### config.mk
export PLATFORM = sky130hd
export DESIGN_NAME = layer_seq_ctrl_flat
export DESIGN_NICKNAME = d
export VERILOG_FILES = /design/src/rtl/layer_seq_ctrl_if.sv /design/src/rtl/layer_seq_ctrl.sv /design/src/flat_wrapper.sv
export SDC_FILE = /design/constraint.sdc
export NUM_CORES = 1
export LEC_CHECK = 0
export ABC_AREA = 1
export CAP_MARGIN = 0
export CORE_MARGIN = 8
export CORE_UTILIZATION = 50
export CTS_BUF_LIST = sky130_fd_sc_hd__clkbuf_8
export DETAILED_ROUTE_END_ITERATION = 10
export DONT_BUFFER_PORTS = 1
export PLACE_DENSITY = 0.74
export SKIP_LAST_GASP = 1
export SYNTH_ARGS = -nofsm -noshare
export SYNTH_HDL_FRONTEND = slang
export SYNTH_SLANG_ARGS = --single-unit
### constraint.sdc
create_clock -name clk -period 3.8 [get_ports clk]
set_input_delay 0.57 -clock clk [delete_from_list [all_inputs] [get_ports clk]]
set_output_delay 0.57 -clock clk [all_outputs]
set_load 0.01 [all_outputs]
### src/rtl/layer_seq_ctrl_if.sv
// Handshake bundle between layer_seq_ctrl and its environment: the network
// controller (start/abort), the 3-bit phase counter (cnt, cnt_set, cnt_reset)
// and the FP MAC datapath (mac_done, acc_clr, mac_en, in_addr, neuron_idx,
// out_we), plus the layer status outputs (busy, done, err).
//   master : environment side, drives start/abort/cnt/mac_done
//   slave  : sequencer side, drives every other signal
interface layer_seq_ctrl_if #(
  parameter int unsigned IDX_W = 4
);
  logic             start;
  logic             abort;
  logic [2:0]       cnt;
  logic             mac_done;
  logic             cnt_set;
  logic             cnt_reset;
  logic             acc_clr;
  logic             mac_en;
  logic [2:0]       in_addr;
  logic [IDX_W-1:0] neuron_idx;
  logic             out_we;
  logic             busy;
  logic             done;
  logic             err;

  modport master (
    output start, abort, cnt, mac_done,
    input  cnt_set, cnt_reset, acc_clr, mac_en, in_addr, neuron_idx,
           out_we, busy, done, err
  );

  modport slave (
    input  start, abort, cnt, mac_done,
    output cnt_set, cnt_reset, acc_clr, mac_en, in_addr, neuron_idx,
           out_we, busy, done, err
  );
endinterface

### src/rtl/layer_seq_ctrl.sv
// Per-layer sequencer. For each of N_NEURON neurons it pulses the phase
// counter's set input, lets the counter run 1..7 to produce 7 MAC product
// enables with in_addr 0..6, waits (with a watchdog) for the FP MAC result,
// then strobes out_we. A layer ends with a one-cycle done pulse.
// Ports:
//   clk   - rising-edge clock
//   reset - asynchronous, active-low reset
//   bus   - layer_seq_ctrl_if.slave (start/abort/cnt/mac_done in;
//           cnt_set/cnt_reset/acc_clr/mac_en/in_addr/neuron_idx/out_we/
//           busy/done/err out)
module layer_seq_ctrl #(
  parameter int unsigned N_NEURON = 4,
  parameter int unsigned IDX_W    = 4,
  parameter int unsigned TIMEOUT  = 64
) (
  input logic             clk,
  input logic             reset,
  layer_seq_ctrl_if.slave bus
);
  localparam int unsigned WD_W = $clog2(TIMEOUT + 1);

  localparam logic [2:0] S_IDLE  = 3'd0;
  localparam logic [2:0] S_SET   = 3'd1;
  localparam logic [2:0] S_RUN   = 3'd2;
  localparam logic [2:0] S_WAIT  = 3'd3;
  localparam logic [2:0] S_WRITE = 3'd4;
  localparam logic [2:0] S_FIN   = 3'd5;

  logic [2:0]       state, state_d;
  logic [IDX_W-1:0] idx, idx_d;
  logic [WD_W-1:0]  wd, wd_d;
  logic             err, err_d;
  logic             first_run, first_run_d;
  logic             set_q, set_d;
  logic             clr_q, clr_d;
  logic             we_q, we_d;
  logic             done_q, done_d;
  logic             crst_q, crst_d;
  logic             run_active;

  // Pulse registers are loaded on the transition into their state, so each
  // pulse is high for exactly the cycle spent in SET / WRITE / FIN, or the
  // first IDLE cycle after an abort or fault (cnt_reset).
  always_comb begin
    state_d     = state;
    idx_d       = idx;
    err_d       = err;
    first_run_d = 1'b0;
    set_d       = 1'b0;
    clr_d       = 1'b0;
    we_d        = 1'b0;
    done_d      = 1'b0;
    crst_d      = 1'b0;
    if (bus.abort) begin
      if (state != S_IDLE) begin
        state_d = S_IDLE;
        crst_d  = 1'b1;
      end
    end else begin
      case (state)
        S_IDLE: begin
          if (bus.start) begin
            err_d   = 1'b0;
            idx_d   = '0;
            state_d = S_SET;
            set_d   = 1'b1;
            clr_d   = 1'b1;
          end
        end
        S_SET: begin
          state_d     = S_RUN;
          first_run_d = 1'b1;
        end
        S_RUN: begin
          // cnt==0 is only legal in the first RUN cycle (counter latency).
          if (bus.cnt == 3'd7) begin
            state_d = S_WAIT;
          end else if (bus.cnt == 3'd0 && !first_run) begin
            err_d   = 1'b1;
            crst_d  = 1'b1;
            state_d = S_IDLE;
          end
        end
        S_WAIT: begin
          // mac_done is tested first so it wins over a watchdog expiry.
          if (bus.mac_done) begin
            state_d = S_WRITE;
            we_d    = 1'b1;
          end else if (wd == WD_W'(TIMEOUT - 1)) begin
            err_d   = 1'b1;
            crst_d  = 1'b1;
            state_d = S_IDLE;
          end
        end
        S_WRITE: begin
          if (idx == IDX_W'(N_NEURON - 1)) begin
            state_d = S_FIN;
            done_d  = 1'b1;
          end else begin
            idx_d   = idx + IDX_W'(1);
            state_d = S_SET;
            set_d   = 1'b1;
            clr_d   = 1'b1;
          end
        end
        S_FIN:   state_d = S_IDLE;
        default: state_d = S_IDLE;
      endcase
    end
    // Watchdog counts only while staying in WAIT; zero on entry.
    wd_d = (state == S_WAIT && state_d == S_WAIT) ? wd + WD_W'(1) : '0;
  end

  always_ff @(posedge clk or negedge reset) begin
    if (!reset) begin
      state     <= S_IDLE;
      idx       <= '0;
      wd        <= '0;
      err       <= 1'b0;
      first_run <= 1'b0;
      set_q     <= 1'b0;
      clr_q     <= 1'b0;
      we_q      <= 1'b0;
      done_q    <= 1'b0;
      crst_q    <= 1'b0;
    end else begin
      state     <= state_d;
      idx       <= idx_d;
      wd        <= wd_d;
      err       <= err_d;
      first_run <= first_run_d;
      set_q     <= set_d;
      clr_q     <= clr_d;
      we_q      <= we_d;
      done_q    <= done_d;
      crst_q    <= crst_d;
    end
  end

  assign run_active     = (state == S_RUN) && (bus.cnt != 3'd0);
  assign bus.mac_en     = run_active;
  assign bus.in_addr    = run_active ? (bus.cnt - 3'd1) : 3'd0;
  assign bus.cnt_set    = set_q;
  assign bus.acc_clr    = clr_q;
  assign bus.out_we     = we_q;
  assign bus.done       = done_q;
  assign bus.cnt_reset  = crst_q;
  assign bus.neuron_idx = idx;
  assign bus.busy       = (state != S_IDLE);
  assign bus.err        = err;
endmodule

### src/flat_wrapper.sv
// flat-port wrapper written by rule: the top's interface ports become plain ports
module layer_seq_ctrl_flat 
#(
  parameter int unsigned N_NEURON = 4,
  parameter int unsigned IDX_W    = 4,
  parameter int unsigned TIMEOUT  = 64
)
  (clk, reset, bus_start, bus_abort, bus_cnt, bus_mac_done, bus_cnt_set, bus_cnt_reset, bus_acc_clr, bus_mac_en, bus_in_addr, bus_neuron_idx, bus_out_we, bus_busy, bus_done, bus_err);
  layer_seq_ctrl_if #(.IDX_W(IDX_W)) bus_i ();
  input logic clk;
  input logic reset;
  input wire logic [$bits(bus_i.start)-1:0] bus_start;
  input wire logic [$bits(bus_i.abort)-1:0] bus_abort;
  input wire logic [$bits(bus_i.cnt)-1:0] bus_cnt;
  input wire logic [$bits(bus_i.mac_done)-1:0] bus_mac_done;
  output wire logic [$bits(bus_i.cnt_set)-1:0] bus_cnt_set;
  output wire logic [$bits(bus_i.cnt_reset)-1:0] bus_cnt_reset;
  output wire logic [$bits(bus_i.acc_clr)-1:0] bus_acc_clr;
  output wire logic [$bits(bus_i.mac_en)-1:0] bus_mac_en;
  output wire logic [$bits(bus_i.in_addr)-1:0] bus_in_addr;
  output wire logic [$bits(bus_i.neuron_idx)-1:0] bus_neuron_idx;
  output wire logic [$bits(bus_i.out_we)-1:0] bus_out_we;
  output wire logic [$bits(bus_i.busy)-1:0] bus_busy;
  output wire logic [$bits(bus_i.done)-1:0] bus_done;
  output wire logic [$bits(bus_i.err)-1:0] bus_err;
  assign bus_i.start = bus_start;
  assign bus_i.abort = bus_abort;
  assign bus_i.cnt = bus_cnt;
  assign bus_i.mac_done = bus_mac_done;
  assign bus_cnt_set = bus_i.cnt_set;
  assign bus_cnt_reset = bus_i.cnt_reset;
  assign bus_acc_clr = bus_i.acc_clr;
  assign bus_mac_en = bus_i.mac_en;
  assign bus_in_addr = bus_i.in_addr;
  assign bus_neuron_idx = bus_i.neuron_idx;
  assign bus_out_we = bus_i.out_we;
  assign bus_busy = bus_i.busy;
  assign bus_done = bus_i.done;
  assign bus_err = bus_i.err;
  layer_seq_ctrl #(.N_NEURON(N_NEURON), .IDX_W(IDX_W), .TIMEOUT(TIMEOUT)) u_core (.clk(clk), .reset(reset), .bus(bus_i));
endmodule
# --- Yosys cells after proc, flatten, opt, wreduce, memory -nomap -nowiden ---
# Cells that the tools add are included.
# W data, S select, Z words.
totals:
  ff_bits: 20
  elab_cells: 78
  output_inout_bits: 15
  input_bits: 8
classes:
  bitwise: 1
  reduce_logical: 12
  mux: 39
  eq_ne: 14
  n_addsub: 3
ops:
  columns: ["cell", "n"]
  rows:
  - ["$mux W3", 9]
  - ["$mux W1", 22]
  - ["$pmux W3 S5", 1]
  - ["$eq A3 B2 Y1 const B", 3]
  - ["$reduce_bool A3 Y1", 3]
  - ["$mux W4", 2]
  - ["$ne A2 B2 Y1 const B", 4]
  - ["$pmux W4 S2", 1]
  - ["$add A7 B1 Y7 const B", 1]
  - ["$eq A7 B6 Y1 const B", 1]
  - ["$mux W7", 1]
  - ["$reduce_and A7 Y1", 1]
  - ["$eq A3 B3 Y1 const B", 2]
  - ["$logic_not A3 Y1", 2]
  - ["$add A4 B1 Y4 const B", 1]
  - ["$eq A4 B2 Y1 const B", 1]
  - ["$ne A2 B1 Y1 const B", 2]
  - ["$pmux W1 S2", 2]
  - ["$reduce_and A4 Y1", 1]
  - ["$eq A3 B1 Y1 const B", 1]
  - ["$logic_and A1 B1 Y1", 3]
  - ["$pmux W1 S3", 1]
  - ["$sub A3 B1 Y3 const B", 1]
  - ["$reduce_bool A2 Y1", 1]
  - ["other kinds (2)", 2]

# --- Logic depth before layout (Yosys ltp) ---
# Gate-level depths: netlist of run 1.
logic_depth:
  ltp_word: 9
  depth_mapped: 10
  mapped_depth_nobuf: 10

# --- Worst setup path after synthesis of run 1 ---
# No wires, ideal clock.
synth_path:
  kind: "in2out"
  start: "input bus_cnt[0]"
  end: "output bus_in_addr[0]"
  cell_stages: 6
  setup_slack_ns: 1.788
  arrival_time_ns: 1.442
  required_time_ns: 3.230
  n_path_buf: 0
  path_cell_list: "inv_1 > ha_1 > ha_1 > nor2_1 > inv_1 > nor2_1"
synth_between:
  elab_chain_cells: 3
  word_cells_on_any_way: 4
  cone_classes: "add/sub (1); mux (1); reduce/logical (2)"
synth_rtl:
  columns: ["element", "line_no", "rtl"]
  rows:
  - ["start: declaration", "flat_wrapper.sv:14", "input wire logic [$bits(bus_i.cnt)-1:0] bus_cnt;"]
  - ["$reduce_bool A3 Y1", "layer_seq_ctrl.sv:140", "assign run_active = (state == S_RUN) && (bus.cnt != 3'd0);"]
  - ["$logic_and A1 B1 Y1", "layer_seq_ctrl.sv:140", null]
  - ["via bus_mac_en", "flat_wrapper.sv:19", "output wire logic [$bits(bus_i.mac_en)-1:0] bus_mac_en;"]
  - ["$mux W3", "layer_seq_ctrl.sv:142", "assign bus.in_addr = run_active ? (bus.cnt - 3'd1) : 3'd0;"]
  - ["end: declaration", "flat_wrapper.sv:20", "output wire logic [$bits(bus_i.in_addr)-1:0] bus_in_addr;"]
# The timed path passes the listed nets, and every way through them passes these cells.

# --- Final worst setup path of run 1 ---
layout_path:
  start: "input bus_cnt[0]"
  end: "output bus_in_addr[2]"
# The elaborated chain is that of the path after synthesis.

==> qor.yml, run 1 <==
status: "complete, no violations"
synth_edf_count: 0
antenna_found_initial: 0
grt_use_total_pct: 10.9
tns_ps: 0
ys_ff_latch: 20
hold_class: "input port to register"
dr.first_iter.drc_count: 10
first_pass_iters: 4
critPathKind: "input port to primary output"
drv_slew: 0
path_delay_family: "simple AND/OR/NAND/NOR gates"
viasPerCell: 5.01
drc_errors: 0
async_flop_share_pct: 100
leakage_nw: 0.603
tightest_slew_ps: 870
final_antenna_net_count: 0
cts_inserted_buffers: 3
grt_pass1_vias: 779
yosys.area.top_type: "dfrtp_1"
endpoint_kind: "primary output"
cts.repair.resized: 0
synth_top_area_share_pct: 46.2
slew_headroom_pct: 41.8
io_buffers: 0
yosysWarnings: 0
fp.dieArea_sq_um: 3910
synth.top_cells.by_area: "dfrtp_1, nand2_1, nor2_1"
routed_wl_um: 1970
finClkSkew_ps: 1.84
cp_data_required_time_ps: 3230
overflow: 0
cts_buffer_depth: 2
gp_congestion: 0.888
critPathArrivalTime_ps: 1560
cp_max_fo: 3
postCtsSetupRepairBufs: 0
cp_cell_sequence: "inv_1, ha_1, ha_1, nor2_1, inv_1, nor2_1"
yosysSeqAreaShare_pct: 46.2
gr-usage-met3_pct: 3.05
syn_inst: 129
htreeDepth: 1
clockRootBuffer: "clkbuf_8"
critPathSlowestCell: "nor2_1"
final_cells: 161
vias: 806
timing.final.crit_share_pct: 56.2
cellPowerDensity_nw_per_um2: 400
yosys-top-cells-count: "nand2_1, nor2_1, dfrtp_1"
ir_worst_vdd_mv: 0.325
synth.distinct_cells: 21
insertion_delay_ps: 250
synth_most_common_cell: "nand2_1"
setup_viol: 0
synthFlopType: "dfrtp_1"
period_needed_ps: 2130
grt_pass1_wl_um: 3480
cp.buffers_inverters: 2
antenna_cells: 0
grt_util_met2_pct: 18.8
io_pins: 23
dp_hpwl_um: 1580
cts.clk_slew.worst_paths_ps: 80
synth_nets: 142
syn_area_sq_um: 1080
met1_usage_pct: 11.8
drive_gt1_share_pct: 15.0
grt_max_degree: 21
rows: 17
core-area_sq_um: 2130
cts_tree: "done"
initial_core_util_pct: 50.9
startpoint_type: "input port"
areaGrowthSynthToFinish_pct: 10.0
rsz0062_at_grt: "no"
nets: 147
finalHoldViolCount: 0
die_x_um: 62.6
busiest_layer: "met2"
synth.avg_cell_area_sq_um: 8.40
max_freq_mhz: 469
dp_cells: 156
routedWlPerCell_um: 12.3
clkSinkCount: 20
cap_violations: 0
max_stage_delay_ps: 250
die_h_um: 62.6
==> cell usage in the layout (no fill, tap or decap), drive strengths merged <==
cell         count
a21oi            4
bufinv           1
clkbuf           3
dfrtp           20
dlygate4sd3      1
ha               5
inv             16
nand2           33
nand3           10
nand3b           2
nand4            1
nor2            28
nor3b            2
o21ai            2
o31ai            1
xnor2            1
xor2             3
==> through the flow <==
stage	hold slack [ps]	util (%)	total power (W)	setup WS (ps)	instance area, sq um
after floorplan	274	-	0.000260	1790	1080
after CTS	356	56.1	0.000484	1660	1190
final	365	56.1	0.000477	1670	1190
after global placement	275	52.2	0.000264	1710	1110
after global routing	348	56.1	0.000500	1530	1190
after detailed placement	275	52.2	0.000266	1660	1110
==> flip-flops by register name, indices dropped and copies added, names as in the netlist <==
name,count
u_core.bus.cnt_set,1
u_core.state,3
u_core.bus.err,1
u_core.bus.neuron_idx,4
u_core.bus.out_we,1
u_core.bus.done,1
u_core.wd,7
u_core.first_run,1
u_core.bus.cnt_reset,1
==> final timing paths <==
kind / from / to / slack (ps) / cells past startpoint
max in group asynchronous: reset / u_core.state[0] / 2390 / 1
hold reg to reg: u_core.wd[0] / u_core.wd[0] / 470 / 1
setup / recovery: bus_cnt[0] / bus_in_addr[2] / 1670 / 6
hold / removal: bus_abort / u_core.state[2] / 370 / 1
setup reg to reg: u_core.wd[0] / u_core.wd[3] / 2390 / 6
min in group asynchronous: reset / u_core.bus.cnt_reset / 870 / 1
==> power breakdown <==
group	total (W)	internal (W)	switching (W)
Combinational	0.0000406	0.0000127	0.0000279
Clock	0.000211	0.000141	0.0000706
Sequential	0.000225	0.000218	0.00000698
Total	0.000477	0.000371	0.000106
==> layout make-up <==
type                    count  area, sq um
clock buffers               3         41.3
multi-input cells          92          515
inverters                  16         60.1
well taps                  28         35.0
fillers                   192          935
repair buffers              1         10.0
clock inverters             1         30.0
flip-flops and latches     20          500
==> routing by layer <==
metal  part of all wire [%]  up-vias
li1                       -      413
met1                     43      376
met2                     51       13
met3                    4.1        4
met4                    1.4        0
met5                      0        -
==> kinds of logic (layout without fill, tap and decap cells) <==
kind of cell	count (synthesis)	in the layout	synth area share, %
AOI/OAI and AO/OA	7	7	3.46
xor gates and xnor gates	4	4	3.23
adders and majority gates	5	5	5.77
buffers and inverters	17	21	6.24
DFF	20	20	46.2
and+or+nand+nor	76	76	35.1
==> timing repair <==
action | in CTS | in global routing
endpoints found under the setup margin | 0 | 0
hold buffers | 1 | 0
endpoints found under the hold margin | 20 | 0
No activity file was read; power rests on OpenSTA's default activity.
==> inputs of run 2 (changes only) <==
Clock period 3.8 ns to 2 ns, I/O delays scaled along.
==> qor.yml, run 2 (same netlist as run 1, synthesis figures left out) <==
status: "complete, no violations"  # unchanged
rsz0062_at_grt: "no"  # unchanged
dp_hpwl_um: 1530  # was 1580 um
finalHoldViolCount: 0  # unchanged
cap_violations: 0  # unchanged
first_pass_iters: 4  # unchanged
antenna_cells: 0  # unchanged
cts.clk_slew.worst_paths_ps: 70  # was 80 ps
initial_core_util_pct: 50.9  # unchanged
finClkSkew_ps: 1.06  # was 1.84 ps
fp.dieArea_sq_um: 3910  # unchanged
startpoint_type: "register"  # was input port
power.total_w: 0.000902  # was 0.000477 W
postCtsSetupRepairBufs: 0  # unchanged
drive_gt1_share_pct: 15.0  # unchanged
r2r_start: "u_core.wd[0]"  # unchanged
drv_slew: 0  # unchanged
viasPerCell: 4.99  # was 5.01
hold_class: "input port to register"  # unchanged
max_freq_mhz: 552
nets: 147  # unchanged
leakage_nw: 0.603  # unchanged
cts_buffer_depth: 2  # unchanged
critPathArrivalTime_ps: 1510  # was 1560 ps
min_delay_path_depth: 1  # unchanged
clockRootBuffer: "clkbuf_8"  # unchanged
grt_pass1_vias: 779  # unchanged
cellPowerDensity_nw_per_um2: 757  # was 400 nW/um^2
num-fill-cells: 191  # was 192
dp_cells: 156  # unchanged
r2r_slack_ps: 610  # was 2390 ps
dr.first_iter.drc_count: 24  # was 10
endpoint_kind: "primary output"  # unchanged
cts_hold_repair.buffers: 1  # unchanged
final_cells: 161  # unchanged
critPathKind: "register to primary output"  # was input port to primary output
gp_congestion: 0.891  # was 0.888
cp_max_fo: 7  # was 3
vias: 803  # was 806
ir_worst_vdd_mv: 0.686  # was 0.325 mV
final_util_pct: 56.1  # unchanged
min_from: "bus_abort"  # unchanged
grt_pass1_wl_um: 3360  # was 3480 um
io_buffers: 0  # unchanged
grt_max_degree: 21  # unchanged
die_x_um: 62.6  # unchanged
tightest_slew_ps: 878  # was 870 ps
setup_viol: 0  # unchanged
worstReg2RegEnd: "u_core.wd[2]"  # was u_core.wd[3]
tns_ps: 0  # unchanged
min_to: "u_core.state[0]"  # was u_core.state[2]
largest_reg_flops: 7  # unchanged
clkSinkCount: 20  # unchanged
cp_data_required_time_ps: 1700  # was 3230 ps
cts.repair.resized: 0  # unchanged
rows: 17  # unchanged
routedWlPerCell_um: 11.9  # was 12.3 um
die_h_um: 62.6  # unchanged
final_antenna_net_count: 0  # unchanged
grt_use_total_pct: 10.7  # was 10.9%
r2r_cells: 6  # unchanged
slew_headroom_pct: 41.3  # was 41.8%
insertion_delay_ps: 250  # about the same
drc_errors: 0  # unchanged
cts_tree: "done"  # unchanged
routed_wl_um: 1920  # was 1970 um
htreeDepth: 1  # unchanged
period_needed_ps: 1810
areaGrowthSynthToFinish_pct: 10.0  # unchanged
core-area_sq_um: 2130  # unchanged
antenna_found_initial: 0  # unchanged
top_register: "u_core.wd"  # unchanged
timing.final.crit_share_pct: 90.6
overflow: 0  # unchanged
io_pins: 23  # unchanged
final_cell_mix: "nand2_1, nor2_1, dfrtp_1"  # unchanged
final_common_cell: "nand2_1"  # unchanged
cts_inserted_buffers: 3  # unchanged
-- run 2: cell counts in the layout (fill, tap and decap cells not counted) --
No cell type changed its count.
-- run 2: layout make-up --
class	count	area [sq um]	share of cell area (%)
multi-input cells	92	515	43.2
clock buffers	3	41.3	3.46
clock inverters	1	30.0	2.52
repair buffers	1	10.0	0.839
well taps	28	35.0	2.94
flip-flops and latches	20	500	42.0
inverters	16	60.1	5.04
-- run 2: worst max path at each step --
stage	from	to	slack, ps	cells after the start
after floorplan	bus_cnt[0]	bus_in_addr[0]	530	6
after CTS	u_core.state[2]	bus_in_addr[1]	160	5
after detailed placement	bus_cnt[0]	bus_in_addr[1]	400	6
after global routing	u_core.state[2]	bus_in_addr[1]	30	5
final	u_core.state[2]	bus_in_addr[2]	190	5
after global placement	bus_cnt[0]	bus_in_addr[0]	450	6
-- run 2: where the power goes --
group	total [W]	leakage, nW	switching [W]	internal (W)
Combinational	0.0000771	0.291	0.0000530	0.0000240
Sequential	0.000427	0.276	0.0000129	0.000414
Clock	0.000399	0.0357	0.000132	0.000267
-- run 2: worst max-delay path, cell delays in order, from the launching register on --
cell and delay [ps]:
dfrtp_1 410, inv_2 120, nand3_1 130, nor2_1 270
inv_1 110, nor2_1 210
-- run 2: routing by layer --
| layer | GRT usage [%] | wire [um] |
|---|---|---|
| met1 | 11.4 | 817 |
| met2 | 18.5 | 994 |
| met3 | 3.05 | 90 |
| met4 | 5.98 | 14 |
| met5 | 0 | 0 |
-- run 2: per-stage QoR --
step                      hold WS (ps)  area [sq um]  setup slack (ps)
final                             98.8          1190               187
after global routing              79.8          1190              29.7
after CTS                         88.0          1190               159
after detailed placement          4.98          1110               405
after global placement            4.94          1110               454
after floorplan                   4.41          1080               528
==> inputs of run 3 (changes only) <==
Settings changed: CORE_MARGIN 8 to 5, SETUP_SLACK_MARGIN set to 0.5.
==> qor.yml, run 3 (same netlist as run 1, synthesis figures left out) <==
timing.final.crit_share_pct: 73.5  # was 90.6%
core-area_sq_um: 2020  # was 2130 sq um
num-fill-cells: 161  # was 191
die_h_um: 56.6  # was 62.6 um
cts_buffer_depth: 2  # unchanged
cts_inserted_buffers: 3  # unchanged
critPathKind: "register to primary output"  # unchanged
top_register: "u_core.wd"  # unchanged
first_pass_iters: 4  # unchanged
grt_pass1_wl_um: 3710  # was 3360 um
slew_headroom_pct: 42.7  # was 41.3%
place_area_sq_um: 1110  # about the same
grt_use_total_pct: 14.8  # was 10.7%
largest_reg_flops: 7  # unchanged
overflow: 0  # unchanged
multi_input_area_sq_um: 573  # was 515 sq um
setup_viol: 0  # unchanged
initial_core_util_pct: 53.6  # was 50.9%
period_needed_ps: 1470  # was 1810 ps
drc_errors: 0  # unchanged
drive_gt1_share_pct: 24.1  # was 15.0%
viasPerCell: 5.10  # was 4.99
insertion_delay_ps: 250  # about the same
cp_data_required_time_ps: 1700  # about the same
gp_congestion: 0.769  # was 0.891
fp.dieArea_sq_um: 3200  # was 3910 sq um
vias: 836  # was 803
critPathArrivalTime_ps: 1170  # was 1510 ps
endpoint_kind: "primary output"  # unchanged
leakage_nw: 0.615  # was 0.603 nW
clkSinkCount: 20  # unchanged
hold_class: "input port to register"  # unchanged
startpoint_type: "register"  # unchanged
clockRootBuffer: "clkbuf_8"  # unchanged
cts_tree: "done"  # unchanged
status: "complete, no violations"  # unchanged
dr.first_iter.drc_count: 16  # was 24
die_x_um: 56.6  # was 62.6 um
final_antenna_net_count: 0  # unchanged
final_cell_mix: "nand2_1, nor2_1, dfrtp_1"  # unchanged
grt_pass1_vias: 805  # was 779
io_pins: 23  # unchanged
routedWlPerCell_um: 13.3  # was 11.9 um
max_freq_mhz: 681  # was 552 MHz
nets: 152  # was 147
io_buffers: 0  # unchanged
tns_ps: 0  # unchanged
tightest_slew_ps: 857  # was 878 ps
cp_max_fo: 3  # was 7
routed_wl_um: 2180  # was 1920 um
cts.clk_slew.worst_paths_ps: 70  # about the same
dp_hpwl_um: 1500  # was 1530 um
rsz0062_at_grt: "yes"  # was no
seqCellArea_sq_um: 502  # was 500 sq um
areaGrowthSynthToFinish_pct: 16.3  # was 10.0%
final_common_cell: "nand2_1"  # unchanged
finalHoldViolCount: 0  # unchanged
ir_worst_vdd_mv: 0.562  # was 0.686 mV
antenna_found_initial: 0  # unchanged
cap_violations: 0  # unchanged
drv_slew: 0  # unchanged
fin_area_sq_um: 1260  # was 1190 sq um
grt_max_degree: 21  # unchanged
cellPowerDensity_nw_per_um2: 625  # was 757 nW/um^2
antenna_cells: 0  # unchanged
finClkSkew_ps: 4.48  # was 1.06 ps
htreeDepth: 1  # unchanged
rows: 16  # was 17
-- run 3: repair_timing --
action,4_1_cts,5_1_grt
hold buffers,1,0
hold endpoints to repair,20,0
setup endpoints to repair,4,8
gates resized for setup,14,3
setup buffers,3,2
pin swaps,3,3
-- run 3: final cells by class --
type / count / share of cell area (%)
Timing Repair Buffer: 6 / 3.77
Tap cell: 27 / 2.68
Multi-Input combinational cell: 92 / 45.5
Clock buffer: 3 / 3.28
Inverter: 16 / 4.97
Sequential cell: 20 / 39.8
-- run 3: worst paths after layout --
kind	from	endpoint	slack, ps	depth (start not counted)
worst min-delay path	bus_abort	u_core.bus.done	100	1
worst max-delay path	u_core.state[0]	bus_in_addr[0]	530	5
min in group asynchronous	reset	u_core.first_run	600	1
worst max register to register	u_core.state[0]	u_core.bus.neuron_idx[2]	620	8
worst min register to register	u_core.wd[0]	u_core.wd[0]	470	1
max in group asynchronous	reset	u_core.state[1]	820	1
-- run 3: critical path: stages, from the launching register on --
cell and delay (ps):
dfrtp_1 400, inv_2 90, nand3_4 90, nor2_4 160, inv_4 80, nor2_4 110
-- run 3: metal layers --
| metal | GRT usage (%) | wire [um] | share of wire (%) | vias to the layer above |
|---|---|---|---|---|
| li1 | - | - | - | 420 |
| met1 | 17.5 | 879 | 40 | 395 |
| met2 | 25.4 | 1190 | 54 | 21 |
| met3 | 5.50 | 115 | 5.3 | 0 |
| met4 | 3.05 | 0 | 0 | 0 |
| met5 | 0 | 0 | 0 | - |
-- run 3: report_power, final --
group	internal [W]	leakage (nW)	switching [W]
Sequential	0.000415	0.275	0.0000126
Clock	0.000134	0.0216	0.000120
Combinational	0.0000366	0.319	0.0000688
-- run 3: through the flow --
stage                     util, %  power (W)  std cells  setup slack [ps]  hold WS, ps
after CTS                    60.8   0.000791        162               473         95.1
after detailed placement     54.9   0.000504        155               422         4.90
final                        62.3   0.000787        164               531          102
after floorplan                 -   0.000494        129               528         4.41
after global routing         62.3   0.000836        164               464         82.7
after global placement       54.9   0.000501        155               466         4.85
